### config.mk
export PLATFORM = sky130hd
export DESIGN_NAME = stepper_sequencer_flat
export DESIGN_NICKNAME = d
export VERILOG_FILES = /design/src/rtl/stepper_if.sv /design/src/rtl/stepper_sequencer.sv /design/src/flat_wrapper.sv
export SDC_FILE = /design/constraint.sdc
export NUM_CORES = 1
export LEC_CHECK = 0
export CORE_MARGIN = 2
export CORE_UTILIZATION = 30
export CTS_CLUSTER_DIAMETER = 60
export DETAILED_ROUTE_END_ITERATION = 6
export SLEW_MARGIN = 20
export SYNTH_ARGS = -nofsm -noshare
export SYNTH_HDL_FRONTEND = slang
export SYNTH_SLANG_ARGS = --single-unit
### constraint.sdc
create_clock -name clk -period 4.4 [get_ports clk]
set_input_delay 0.44 -clock clk [delete_from_list [all_inputs] [get_ports clk]]
set_output_delay 0.44 -clock clk [all_outputs]
set_load 0.005 [all_outputs]
### src/rtl/stepper_if.sv
// stepper_if: host command, status and coil-drive bundle for stepper_sequencer
interface stepper_if #(
  parameter int DIV_WIDTH  = 16,
  parameter int STEP_WIDTH = 16,
  parameter int POS_WIDTH  = 24
);
  logic                  motor_enable;
  logic                  hold;
  logic                  half_step;
  logic [DIV_WIDTH-1:0]  step_period;
  logic                  cmd_valid;
  logic                  cmd_ready;
  logic                  cmd_dir;
  logic [STEP_WIDTH-1:0] cmd_steps;
  logic                  abort;
  logic [3:0]            coils;
  logic                  busy;
  logic                  done;
  logic                  aborted;
  logic [POS_WIDTH-1:0]  position;
  logic [2:0]            phase;
  modport master (
    output motor_enable, hold, half_step, step_period, cmd_valid, cmd_dir, cmd_steps, abort,
    input  cmd_ready, coils, busy, done, aborted, position, phase
  );
  modport slave (
    input  motor_enable, hold, half_step, step_period, cmd_valid, cmd_dir, cmd_steps, abort,
    output cmd_ready, coils, busy, done, aborted, position, phase
  );
endinterface

### src/rtl/stepper_sequencer.sv
// stepper_sequencer: counted half/full-step moves at a programmable rate with abort and position tracking
module stepper_sequencer #(
  parameter int DIV_WIDTH  = 16,
  parameter int STEP_WIDTH = 16,
  parameter int POS_WIDTH  = 24
) (
  input logic      clk,
  input logic      rst,
  stepper_if.slave s
);
  localparam logic [0:0] IDLE = 1'b0;
  localparam logic [0:0] RUN  = 1'b1;
  localparam logic [31:0] TBL = 32'h98C46231;
  logic [0:0]            state, state_n;
  logic                  dir_q, half_q, fin, fin_ab;
  logic                  accept, stop, tick, last;
  logic [DIV_WIDTH-1:0]  per_q, per_n, div;
  logic [STEP_WIDTH-1:0] left;
  logic [2:0]            phase, phase_n, inc;
  logic [POS_WIDTH-1:0]  pos, pos_n, pinc;
  assign s.cmd_ready = state == IDLE && s.motor_enable;
  assign s.busy      = state == RUN;
  assign s.phase     = phase;
  assign s.position  = pos;
  always_comb begin
    accept  = s.cmd_ready && s.cmd_valid;
    stop    = state == RUN && (s.abort || !s.motor_enable);
    tick    = state == RUN && !stop && div == '0;
    last    = tick && left == STEP_WIDTH'(1);
    per_n   = s.step_period == '0 ? DIV_WIDTH'(1) : s.step_period;
    inc     = {1'b0, ~half_q, half_q};
    pinc    = {{(POS_WIDTH-2){1'b0}}, ~half_q, half_q};
    phase_n = !tick ? phase : dir_q ? phase + inc : phase - inc;
    pos_n   = !tick ? pos : dir_q ? pos + pinc : pos - pinc;
    state_n = (accept && s.cmd_steps != '0) ? RUN : (stop || last) ? IDLE : state;
  end
  always_ff @(posedge clk) begin
    if (rst) begin
      state     <= IDLE;
      dir_q     <= 1'b0;
      half_q    <= 1'b0;
      per_q     <= '0;
      div       <= '0;
      left      <= '0;
      phase     <= '0;
      pos       <= '0;
      fin       <= 1'b0;
      fin_ab    <= 1'b0;
      s.coils   <= 4'b0000;
      s.done    <= 1'b0;
      s.aborted <= 1'b0;
    end else begin
      state     <= state_n;
      phase     <= phase_n;
      pos       <= pos_n;
      // the final step still drives its pattern even though the FSM is leaving RUN
      s.coils   <= (s.motor_enable && (state_n == RUN || tick || s.hold)) ? TBL[{phase_n, 2'b00} +: 4] : 4'b0000;
      fin       <= (accept && s.cmd_steps == '0) || stop || last;
      fin_ab    <= stop;
      s.done    <= fin;
      s.aborted <= fin_ab;
      if (accept) begin
        dir_q  <= s.cmd_dir;
        half_q <= s.half_step;
        per_q  <= per_n;
        div    <= per_n - DIV_WIDTH'(1);
        left   <= s.cmd_steps;
      end else if (tick) begin
        div  <= per_q - DIV_WIDTH'(1);
        left <= left - STEP_WIDTH'(1);
      end else if (state == RUN) begin
        div <= div - DIV_WIDTH'(1);
      end
    end
  end
endmodule

### src/flat_wrapper.sv
// flat-port wrapper written by rule: the top's interface ports become plain ports
module stepper_sequencer_flat 
#(
  parameter int DIV_WIDTH  = 16,
  parameter int STEP_WIDTH = 16,
  parameter int POS_WIDTH  = 24
)
  (clk, rst, s_motor_enable, s_hold, s_half_step, s_step_period, s_cmd_valid, s_cmd_dir, s_cmd_steps, s_abort, s_cmd_ready, s_coils, s_busy, s_done, s_aborted, s_position, s_phase);
  stepper_if #(.DIV_WIDTH(DIV_WIDTH), .STEP_WIDTH(STEP_WIDTH), .POS_WIDTH(POS_WIDTH)) s_i ();
  input logic clk;
  input logic rst;
  input wire logic [$bits(s_i.motor_enable)-1:0] s_motor_enable;
  input wire logic [$bits(s_i.hold)-1:0] s_hold;
  input wire logic [$bits(s_i.half_step)-1:0] s_half_step;
  input wire logic [$bits(s_i.step_period)-1:0] s_step_period;
  input wire logic [$bits(s_i.cmd_valid)-1:0] s_cmd_valid;
  input wire logic [$bits(s_i.cmd_dir)-1:0] s_cmd_dir;
  input wire logic [$bits(s_i.cmd_steps)-1:0] s_cmd_steps;
  input wire logic [$bits(s_i.abort)-1:0] s_abort;
  output wire logic [$bits(s_i.cmd_ready)-1:0] s_cmd_ready;
  output wire logic [$bits(s_i.coils)-1:0] s_coils;
  output wire logic [$bits(s_i.busy)-1:0] s_busy;
  output wire logic [$bits(s_i.done)-1:0] s_done;
  output wire logic [$bits(s_i.aborted)-1:0] s_aborted;
  output wire logic [$bits(s_i.position)-1:0] s_position;
  output wire logic [$bits(s_i.phase)-1:0] s_phase;
  assign s_i.motor_enable = s_motor_enable;
  assign s_i.hold = s_hold;
  assign s_i.half_step = s_half_step;
  assign s_i.step_period = s_step_period;
  assign s_i.cmd_valid = s_cmd_valid;
  assign s_i.cmd_dir = s_cmd_dir;
  assign s_i.cmd_steps = s_cmd_steps;
  assign s_i.abort = s_abort;
  assign s_cmd_ready = s_i.cmd_ready;
  assign s_coils = s_i.coils;
  assign s_busy = s_i.busy;
  assign s_done = s_i.done;
  assign s_aborted = s_i.aborted;
  assign s_position = s_i.position;
  assign s_phase = s_i.phase;
  stepper_sequencer #(.DIV_WIDTH(DIV_WIDTH), .STEP_WIDTH(STEP_WIDTH), .POS_WIDTH(POS_WIDTH)) u_core (.clk(clk), .rst(rst), .s(s_i));
endmodule
==> results.yml, run 1 <==
run_status:
  outcome: "complete, no violations"
synth:
  synth_top_area_share_pct: 32.9
  avgSynthCellArea_um2: 7.59
  syn_area_um2: 5230
  synth.distinct_cells: 64
  synth_flop_cell: "dfxtp_1"
  syn_inst: 689
  synthesis.nets: 758
  yosys-top-cells-area: "dfxtp_1 (33%), nand2_1 (8.8%), a21oi_1 (8.7%)"
  ys_warn_count: 0
  async_reset_ff_share_pct: 0
  synth-edff-count: 0
  seq_area_frac_synth_pct: 32.9
  synth-seq-cells: 86
  synth_largest_area_cell: "dfxtp_1"
detailed_routing:
  drc: 0
  viasPerCell: 5.18
  route.vias.total: 5068
  drtAntennaViolNets: 0
  drtPass1Iterations: 5
  drt_wl_total_mm: 14.4
  drt_iter0_drc: 285
  post_drt_wl_per_cell_um: 14.7
clock_tree:
  tritoncts: "yes"
  cts_max_level: 3
  numCtsBuffers: 9
  postCtsSetupBuffers: 0
  clock-sinks: 86
  ctsRootBufferMaster: "clkbuf_16"
  path_clk_slew_ps: 60
  hold_buffers: 0
  clk_latency_ps: 360
  cts_resized: 0
  clock_path_buffers: 2
power_and_ir_drop:
  p_int_w: 0.00145
  comb_power_share_pct: 19.3
  powerDensity_nw_per_um2: 313
  p_clk_share_pct: 39.0
  p_leak_nw: 2.51
  power_frac_seq_pct: 41.7
  sw_frac_of_total_pct: 28.4
  power_switching_w: 0.000576
  vdd_drop_max_mv: 0.204
setup_path:
  slowest_stage: "dfxtp_1"
  crit_path_end_kind: "register"
  slowest_delay_ps: 480
  cp-start-kind: "register"
  ff2ff_path_depth: 10
  cp.required_ps: 4640
  reg2reg_setup_slack_ps: 1070
  critical_path_class: "reg2reg"
  critPathMostFrequentCell: "a21oi_1"
  critPathMaxFanout: 21
  cp.arrival_ps: 3570
  crit_buf_inv: 1
  cp_top_family: "compound AO/OA/AOI/OAI gates"
  path_cells: "inv_1, ha_1, or3_1, a21oi_1, o31ai_1, a211o_1, a21o_1, a21oi_1, nor4_1, a311o_1"
  crit_cells: 10
grt:
  track_usage_pct: 16.2
  grt_max_degree: 79
  globalRoute.totalOverflow: 0
  antenna_found_initial: 0
  first_global_vias: 4699
  grt_pass1_wl_mm: 23.7
run:
  cap_violations: 0
die:
  rows: 48
  die_area_um2: 18500
  fp.dieW_um: 136
  io_pins: 75
  initial_core_util_pct: 30.4
  die_height_um: 136
  coreArea_um2: 17200
worst_hold_path:
  min-delay-path-class: "reg2reg"
  holdPathStages: 1
sta:
  finalSetupTns_ps: 0
  min_period_over_period_pct: 75.7
  final_hold_viol_count: 0
  fin_ws_ps: 1070
  clock_skew_ps: 7.65
  max_freq_ghz: 0.300
  rsz0062_at_grt: "no"
  worst_pin_slew_ps: 954
  setup_viol: 0
  drv_slew: 0
  slew_headroom_pct: 35.6
  layout_min_cycle_time_ps: 3330
final_layout:
  drive_gt1_share_pct: 5.31
  area_growth_pct: 23.8
  finalNetCount: 818
  fillers: 1855
  antenna_cells: 0
placement:
  place_ws_ps: 1030
  place.port_buffers: 74
  gp_congestion: 0.844
  hpwl_mm: 10.3
-- state kept, by name, indices dropped and copies added (netlist names) --
register / count
u_core.s.phase: 3
u_core.left: 16
u_core.s.position: 24
u_core.div: 16
u_core.per_q: 16
u_core.s.coils: 4
u_core.dir_q: 1
u_core.fin_ab: 1
u_core.half_q: 1
u_core.s.busy: 1
u_core.fin: 1
u_core.s.done: 1
u_core.s.aborted: 1
-- worst paths after layout --
check                                 start                                 end
hold / removal        u_core.fin$_SDFF_PP0_            u_core.s.done$_SDFF_PP0_
setup reg to reg  u_core.dir_q$_SDFFE_PP0N_  u_core.s.position[22]$_SDFFE_PP0N_
hold reg to reg       u_core.fin$_SDFF_PP0_            u_core.s.done$_SDFF_PP0_
setup / recovery  u_core.dir_q$_SDFFE_PP0N_  u_core.s.position[22]$_SDFFE_PP0N_
-- synth_stat cells, types with 2 or more instances --
| library cell | instances |
|---|---|
| a211o_1 | 5 |
| a211oi_1 | 14 |
| a21o_1 | 15 |
| a21oi_1 | 91 |
| a221oi_1 | 2 |
| a22o_1 | 2 |
| a22oi_1 | 4 |
| a31oi_1 | 2 |
| and3_1 | 5 |
| and3b_1 | 2 |
| and4_1 | 3 |
| buf_1 | 5 |
| buf_2 | 3 |
| clkbuf_1 | 23 |
| dfxtp_1 | 86 |
| fa_1 | 2 |
| ha_1 | 27 |
| inv_1 | 16 |
| mux2_2 | 2 |
| mux2i_1 | 5 |
| nand2_1 | 123 |
| nand2b_1 | 6 |
| nand3_1 | 21 |
| nand3_2 | 2 |
| nand3b_1 | 2 |
| nand4_1 | 6 |
| nor2_1 | 61 |
| nor2b_1 | 5 |
| nor3_1 | 26 |
| nor3b_1 | 2 |
| nor4_1 | 16 |
| o2111ai_1 | 2 |
| o211ai_1 | 4 |
| o21a_1 | 6 |
| o21ai_0 | 23 |
| o21bai_1 | 3 |
| o22ai_1 | 3 |
| o31ai_1 | 3 |
| or3_1 | 9 |
| or4_1 | 2 |
| xnor2_1 | 11 |
| xor2_1 | 17 |
-- per-stage QoR --
stage	total power (W)	hold WS, ps	instance area (um^2)	util (%)	cells
5_1_grt	0.00213	462	6470	37.7	979
6_report	0.00203	442	6470	37.7	979
3_5_place_dp	0.00125	432	6170	35.9	963
3_3_place_gp	0.00125	423	6170	35.9	963
4_1_cts	0.00205	447	6470	37.7	979
2_1_floorplan	0.00113	414	5230	-	689
-- worst register-to-register path, cell delays in order, from the launching register on --
cell and delay (ps):
dfxtp_1 480, inv_1 420, ha_1 410, or3_1 440
a21oi_1 180, o31ai_1 160, a211o_1 340, a21o_1 200
a21oi_1 180, nor4_1 70, a311o_1 340
-- power by group through the flow --
stage	logic [W]	registers, W	clock network [W]
after floorplan	0.000277	0.000853	0
after global placement	0.000390	0.000863	0
after detailed placement	0.000391	0.000863	0
after CTS	0.000393	0.000845	0.000810
after global routing	0.000443	0.000851	0.000838
final	0.000392	0.000846	0.000790
-- final cells by class --
| class | instances | area [um^2] | area share, % |
|---|---|---|---|
| multi-input cells | 554 | 3310 | 51.2 |
| flip-flops and latches | 86 | 1720 | 26.6 |
| repair buffers | 82 | 796 | 12.3 |
| well taps | 225 | 282 | 4.35 |
| clock buffers | 13 | 260 | 4.02 |
| inverters | 16 | 60.1 | 0.928 |
| clock inverters | 3 | 42.5 | 0.657 |
-- metal layers --
metal | up-vias | global-route usage, % | wire length (um)
met5 | - | 0 | 0
met2 | 112 | 25.7 | 6540
li1 | 2592 | - | -
met4 | 0 | 3.99 | 138
met3 | 10 | 4.25 | 719
met1 | 2354 | 21.8 | 7000
-- cell families after synthesis --
group	synth area share [%]
XOR/XNOR	4.69
buffers and inverters	3.76
AO/OA/AOI/OAI	23.1
adder cells (fa/ha/maj)	7.23
multiplexers	1.39
AND/OR/NAND/NOR	26.9
flip-flops	32.9
-- cell usage in the layout (no fill, tap or decap), types with 8 or more instances in the layout --
cell,n
nand2_1,123
a21oi_1,91
dfxtp_1,86
clkdlybuf4s50_1,73
nor2_1,60
ha_1,27
nor3_1,26
o21ai_0,23
nand3_1,21
xor2_1,17
inv_1,16
nor4_1,16
a21o_1,15
a211oi_1,14
xnor2_1,11
or3_1,9
clkbuf_16,9
buf_4,8
(Power assumes the default switching activity.)
==> inputs of run 2 (changes only) <==
==> constraint.sdc (replaced) <==
create_clock -name clk -period 3.2 [get_ports clk]
set_input_delay 0.32 -clock clk [delete_from_list [all_inputs] [get_ports clk]]
set_output_delay 0.32 -clock clk [all_outputs]
set_load 0.005 [all_outputs]
==> run 2 against run 1 <==
- via count up 0.87%
- largest power group unchanged
- global-route usage up 0.14 points
- critical endpoint unchanged
- combinational power up 42%
- first-iteration DRC count up 5.3%
- cell area up 1.6%
- clock skew about the same
- largest cell class unchanged
==> results.yml, run 2 (synthesis results as in run 1) <==
sta:
  min_period_over_period_pct: 91.0
  clock_skew_ps: 7.65
  max_freq_ghz: 0.343
  setup_viol: 0
  rsz0062_at_grt: "no"
  layout_min_cycle_time_ps: 2910
  worst_pin_slew_ps: 1130
  drv_slew: 0
  fin_ws_ps: 287
  finalSetupTns_ps: 0
  slew_headroom_pct: 24.3
  final_hold_viol_count: 0
clock_tree:
  postCtsSetupBuffers: 0
  hold_buffers: 0
  clock_path_buffers: 2
  ctsRootBufferMaster: "clkbuf_16"
  clk_latency_ps: 350
  cts_max_level: 3
  clock-sinks: 86
  numCtsBuffers: 9
  path_clk_slew_ps: 60
  tritoncts: "yes"
  cts_resized: 0
grt:
  first_global_vias: 4726
  grt_pass1_wl_mm: 23.9
  grt_max_degree: 55
  track_usage_pct: 16.3
  antenna_found_initial: 0
  globalRoute.totalOverflow: 0
setup_path:
  slowest_stage: "fa_1"
  ff2ff_path_depth: 10
  crit_buf_inv: 0
  r2r_start: "u_core.half_q$_SDFFE_PP0N_"
  crit_path_end_kind: "register"
  reg2reg_setup_slack_ps: 290
  cp_top_family: "compound AO/OA/AOI/OAI gates"
  cp-start-kind: "register"
  path_cells: "ha_1, fa_1, a211o_1, a21oi_1, o31ai_1, a211o_1, a21o_1, a21oi_1, nor4_1, a311o_1"
  cp.required_ps: 3440
  slowest_delay_ps: 440
  r2r_end: "u_core.s.position[22]$_SDFFE_PP0N_"
  critical_path_class: "reg2reg"
  critPathMaxFanout: 4
  cp.arrival_ps: 3150
final_layout:
  fillers: 1849
  antenna_cells: 0
  multi_input_area_um2: 3310
  area_growth_pct: 25.9
  final-seq-area_um2: 1720
  final_common_cell: "nand2_1"
  largest_reg_flops: 24
  finalNetCount: 831
  layout_common_cells: "nand2_1 (123), a21oi_1 (91), dfxtp_1 (86)"
  drive_gt1_share_pct: 6.91
detailed_routing:
  post_drt_wl_per_cell_um: 14.7
  drt_iter0_drc: 300
  drc: 0
  viasPerCell: 5.15
  drtPass1Iterations: 5
  drt_wl_total_mm: 14.6
  drtAntennaViolNets: 0
  route.vias.total: 5112
die:
  initial_core_util_pct: 30.4
  io_pins: 75
  die_height_um: 136
  rows: 48
  coreArea_um2: 17200
  fp.dieW_um: 136
  die_area_um2: 18500
placement:
  hpwl_mm: 10.8
  place_ws_ps: 186
  gp_congestion: 0.873
  place.port_buffers: 74
run_status:
  outcome: "complete, no violations"
power_and_ir_drop:
  powerDensity_nw_per_um2: 424
  p_leak_nw: 2.59
  vdd_drop_max_mv: 0.221
worst_hold_path:
  hold_end: "u_core.left[1]$_SDFFE_PP0P_"
  min-delay-path-class: "in2reg"
  holdPathStages: 3
  hp-start: "rst"
run:
  cap_violations: 0
run 2: cell types whose count changed in the layout (fill, tap and decap cells not counted):
cell | previous run | this run
clkinvlp_4 | 1 | 0
clkinv_2 | 1 | 3
clkbuf_1 | 2 | 1
buf_12 | 0 | 1
nor2_1 | 60 | 61
nor2_2 | 2 | 1
buf_4 | 8 | 20
run 2: final cells by class:
type	instances	share of cell area [%]
clock buffer	12	3.90
clock inverter	4	0.684
inverter	16	0.913
multi-input combinational	554	50.3
sequential	86	26.2
tap	225	4.28
timing repair buffer	95	13.8
run 2: power by group:
part           internal [W]  switching [W]  total [W]
clock network      0.000644       0.000429    0.00107
registers           0.00112      0.0000459    0.00116
logic              0.000246       0.000311   0.000557
run 2: per-stage QoR:
| stage | std cells | total power, W | hold WS [ps] | instance area (um^2) | util, % |
|---|---|---|---|---|---|
| floorplan | 689 | 0.00155 | 414 | 5230 | - |
| global placement | 976 | 0.00174 | 449 | 6280 | 36.6 |
| detailed placement | 976 | 0.00174 | 455 | 6280 | 36.6 |
| CTS | 992 | 0.00282 | 443 | 6580 | 38.3 |
| global route | 992 | 0.00293 | 478 | 6580 | 38.3 |
| finish | 992 | 0.00279 | 455 | 6580 | 38.3 |
run 2: worst register-to-register path: cells and delay by family, from the launching register on:
kind                     cells  cell delay [ps]
flip-flops                   1              350
adder cells (fa/ha/maj)      2              670
AND/OR/NAND/NOR              1               70
AO/OA/AOI/OAI                7             1740
run 2: worst max-delay path by stage:
stage                                     startpoint                                  to  slack (ps)  cells past startpoint
after CTS                 u_core.half_q$_SDFFE_PP0N_  u_core.s.position[22]$_SDFFE_PP0N_         260                     10
after global placement                s_motor_enable         u_core.div[15]$_SDFFE_PP0P_         270                     10
after floorplan            u_core.dir_q$_SDFFE_PP0N_  u_core.s.position[22]$_SDFFE_PP0N_         170                     11
after global routing       u_core.dir_q$_SDFFE_PP0N_  u_core.s.position[21]$_SDFFE_PP0N_          60                     11
final                     u_core.half_q$_SDFFE_PP0N_  u_core.s.position[22]$_SDFFE_PP0N_         290                     10
after detailed placement                     s_abort         u_core.div[13]$_SDFFE_PP0P_         190                      8
run 2: routing by layer:
layer	routed length (um)	GRT usage, %	vias to the layer above
li1	-	-	2621
met1	6980	22.2	2358
met2	6620	26.1	117
met3	730	2.95	16
met4	229	5.27	0
met5	0	0	-
==> inputs of run 3 (changes only) <==
--- a/config.mk
+++ b/config.mk
@@ -5,10 +5,12 @@
 export SDC_FILE = /design/constraint.sdc
 export NUM_CORES = 1
 export LEC_CHECK = 0
+export CORE_ASPECT_RATIO = 1.25
 export CORE_MARGIN = 2
 export CORE_UTILIZATION = 30
 export CTS_CLUSTER_DIAMETER = 60
 export DETAILED_ROUTE_END_ITERATION = 6
+export PLACE_DENSITY = 0.6
 export SLEW_MARGIN = 20
 export SYNTH_ARGS = -nofsm -noshare
 export SYNTH_HDL_FRONTEND = slang
==> run 3 against run 2 <==
- sequential power about the same
- first-iteration DRC count fell by 11%
- cell area is essentially flat
- clock power increased by 7%
- via count is 0.14% higher
- global-route usage rose by 0.51 points
- critical path type unchanged
- routed wire length is 1.8% higher
- power increased by 2.8%
==> results.yml, run 3 (synthesis results as in run 1) <==
grt:
  first_global_vias: 4917
  globalRoute.totalOverflow: 0
  track_usage_pct: 16.8
  grt_max_degree: 52
  grt_pass1_wl_mm: 24.6
  antenna_found_initial: 0
final_layout:
  finalNetCount: 828
  area_growth_pct: 25.9
  drive_gt1_share_pct: 6.41
  antenna_cells: 0
  layout_common_cells: "nand2_1 (123), a21oi_1 (91), dfxtp_1 (86)"
  fillers: 1818
  final_common_cell: "nand2_1"
  largest_reg_flops: 24
sta:
  holdWs_ps: 351
  rsz0062_at_grt: "no"
  slew_headroom_pct: 59.0
  worst_pin_slew_ps: 615
  drv_slew: 0
  min_period_over_period_pct: 91.7
  final_hold_viol_count: 0
  layout_min_cycle_time_ps: 2930
  max_freq_ghz: 0.341
  setup_viol: 0
  finalSetupTns_ps: 0
  clock_skew_ps: 7.03
detailed_routing:
  post_drt_wl_per_cell_um: 15.0
  drtAntennaViolNets: 0
  drc: 0
  drtPass1Iterations: 4
  drt_iter0_drc: 267
  drt_wl_total_mm: 14.8
  viasPerCell: 5.18
  route.vias.total: 5119
power_and_ir_drop:
  p_int_w: 0.00207
  powerDensity_nw_per_um2: 436
  p_clk_share_pct: 40.0
  finalPower_w: 0.00287
  vdd_drop_max_mv: 0.219
  p_leak_nw: 2.58
  comb_power_share_pct: 19.5
  power_switching_w: 0.000802
  power_frac_seq_pct: 40.6
  sw_frac_of_total_pct: 27.9
placement:
  hpwl_mm: 10.8
  gp_congestion: 0.872
  place.port_buffers: 74
setup_path:
  slowest_delay_ps: 460
  crit_path_end_kind: "register"
  critPathMaxFanout: 4
  cp-start-kind: "register"
  slowest_stage: "o41ai_2"
  path_cells: "ha_1, fa_1, a211o_1, a21oi_1, o31ai_1, a21o_1, o41ai_2, o2111ai_1, o41a_1, a21oi_1"
  cp.required_ps: 3470
  crit_buf_inv: 0
  critical_path_class: "reg2reg"
  cp_top_family: "compound AO/OA/AOI/OAI gates"
  critPathMostFrequentCell: "a21oi_1"
  cp.arrival_ps: 3210
clock_tree:
  ctsRootBufferMaster: "clkbuf_16"
  tritoncts: "yes"
  postCtsSetupBuffers: 0
  cts_resized: 0
  hold_buffers: 0
  clk_latency_ps: 350
  clock_path_buffers: 2
  cts_max_level: 3
  numCtsBuffers: 9
  path_clk_slew_ps: 60
  clock-sinks: 86
run:
  cap_violations: 0
run_status:
  outcome: "complete, no violations"
worst_hold_path:
  min-delay-path-class: "in2reg"
die:
  initial_core_util_pct: 30.2
  rows: 54
  fp.dieW_um: 122
  die_height_um: 152
  coreArea_um2: 17300
  io_pins: 75
  die_area_um2: 18500
## run 3: cell types whose count changed in the layout (fill, tap and decap cells not counted), sizes merged
cell / previous run / this run
clkinv: 3 / 2
bufinv: 1 / 2
buf: 22 / 19
## run 3: power by group through the flow
| stage | registers (W) | logic (W) | clock network [W] |
|---|---|---|---|
| 2_1_floorplan | 0.00117 | 0.000380 | 0 |
| 3_3_place_gp | 0.00119 | 0.000555 | 0 |
| 3_5_place_dp | 0.00119 | 0.000558 | 0 |
| 4_1_cts | 0.00116 | 0.000561 | 0.00117 |
| 5_1_grt | 0.00117 | 0.000627 | 0.00121 |
| 6_report | 0.00116 | 0.000559 | 0.00115 |
## run 3: layer usage
layer	GRT usage, %	vias to the layer above	routed length (um)
li1	-	2609	-
met1	21.0	2400	6790
met2	29.6	95	7310
met3	2.69	15	525
met4	5.00	0	202
met5	0	-	0
## run 3: worst reg2reg max path, cell delays in order (launching register included)
cell and delay, ps:
dfxtp_1 330, ha_1 230, fa_1 430, a211o_1 320, a21oi_1 210, o31ai_1 180
a21o_1 230, o41ai_2 460, o2111ai_1 210, o41a_1 150, a21oi_1 140
## run 3: cell type report
cell class / count / area (um^2) / share of cell area, %
inverter: 16 / 60.1 / 0.912
tap: 224 / 280 / 4.26
multi-input combinational: 554 / 3310 / 50.3
sequential: 86 / 1720 / 26.1
clock inverter: 4 / 70.1 / 1.06
clock buffer: 12 / 246 / 3.74
timing repair buffer: 92 / 896 / 13.6
## run 3: final timing paths
check	start	end	slack, ps	depth (start not counted)
worst min register to register	u_core.per_q[15]$_SDFFE_PP0N_	u_core.per_q[15]$_SDFFE_PP0N_	450	2
worst max-delay path	u_core.s.position[0]$_SDFFE_PP0N_	u_core.s.position[20]$_SDFFE_PP0N_	270	10
worst min-delay path	rst	u_core.left[0]$_SDFFE_PP0P_	350	2
worst max register to register	u_core.s.position[0]$_SDFFE_PP0N_	u_core.s.position[20]$_SDFFE_PP0N_	270	10
## run 3: stage by stage
stage	cell area (um^2)	util, %	worst slack (ps)	instances
floorplan	5230	-	168	689
global placement	6270	36.2	274	972
detailed placement	6270	36.2	292	972
CTS	6590	38.1	266	988
global route	6590	38.1	66.3	988
finish	6590	38.1	266	988
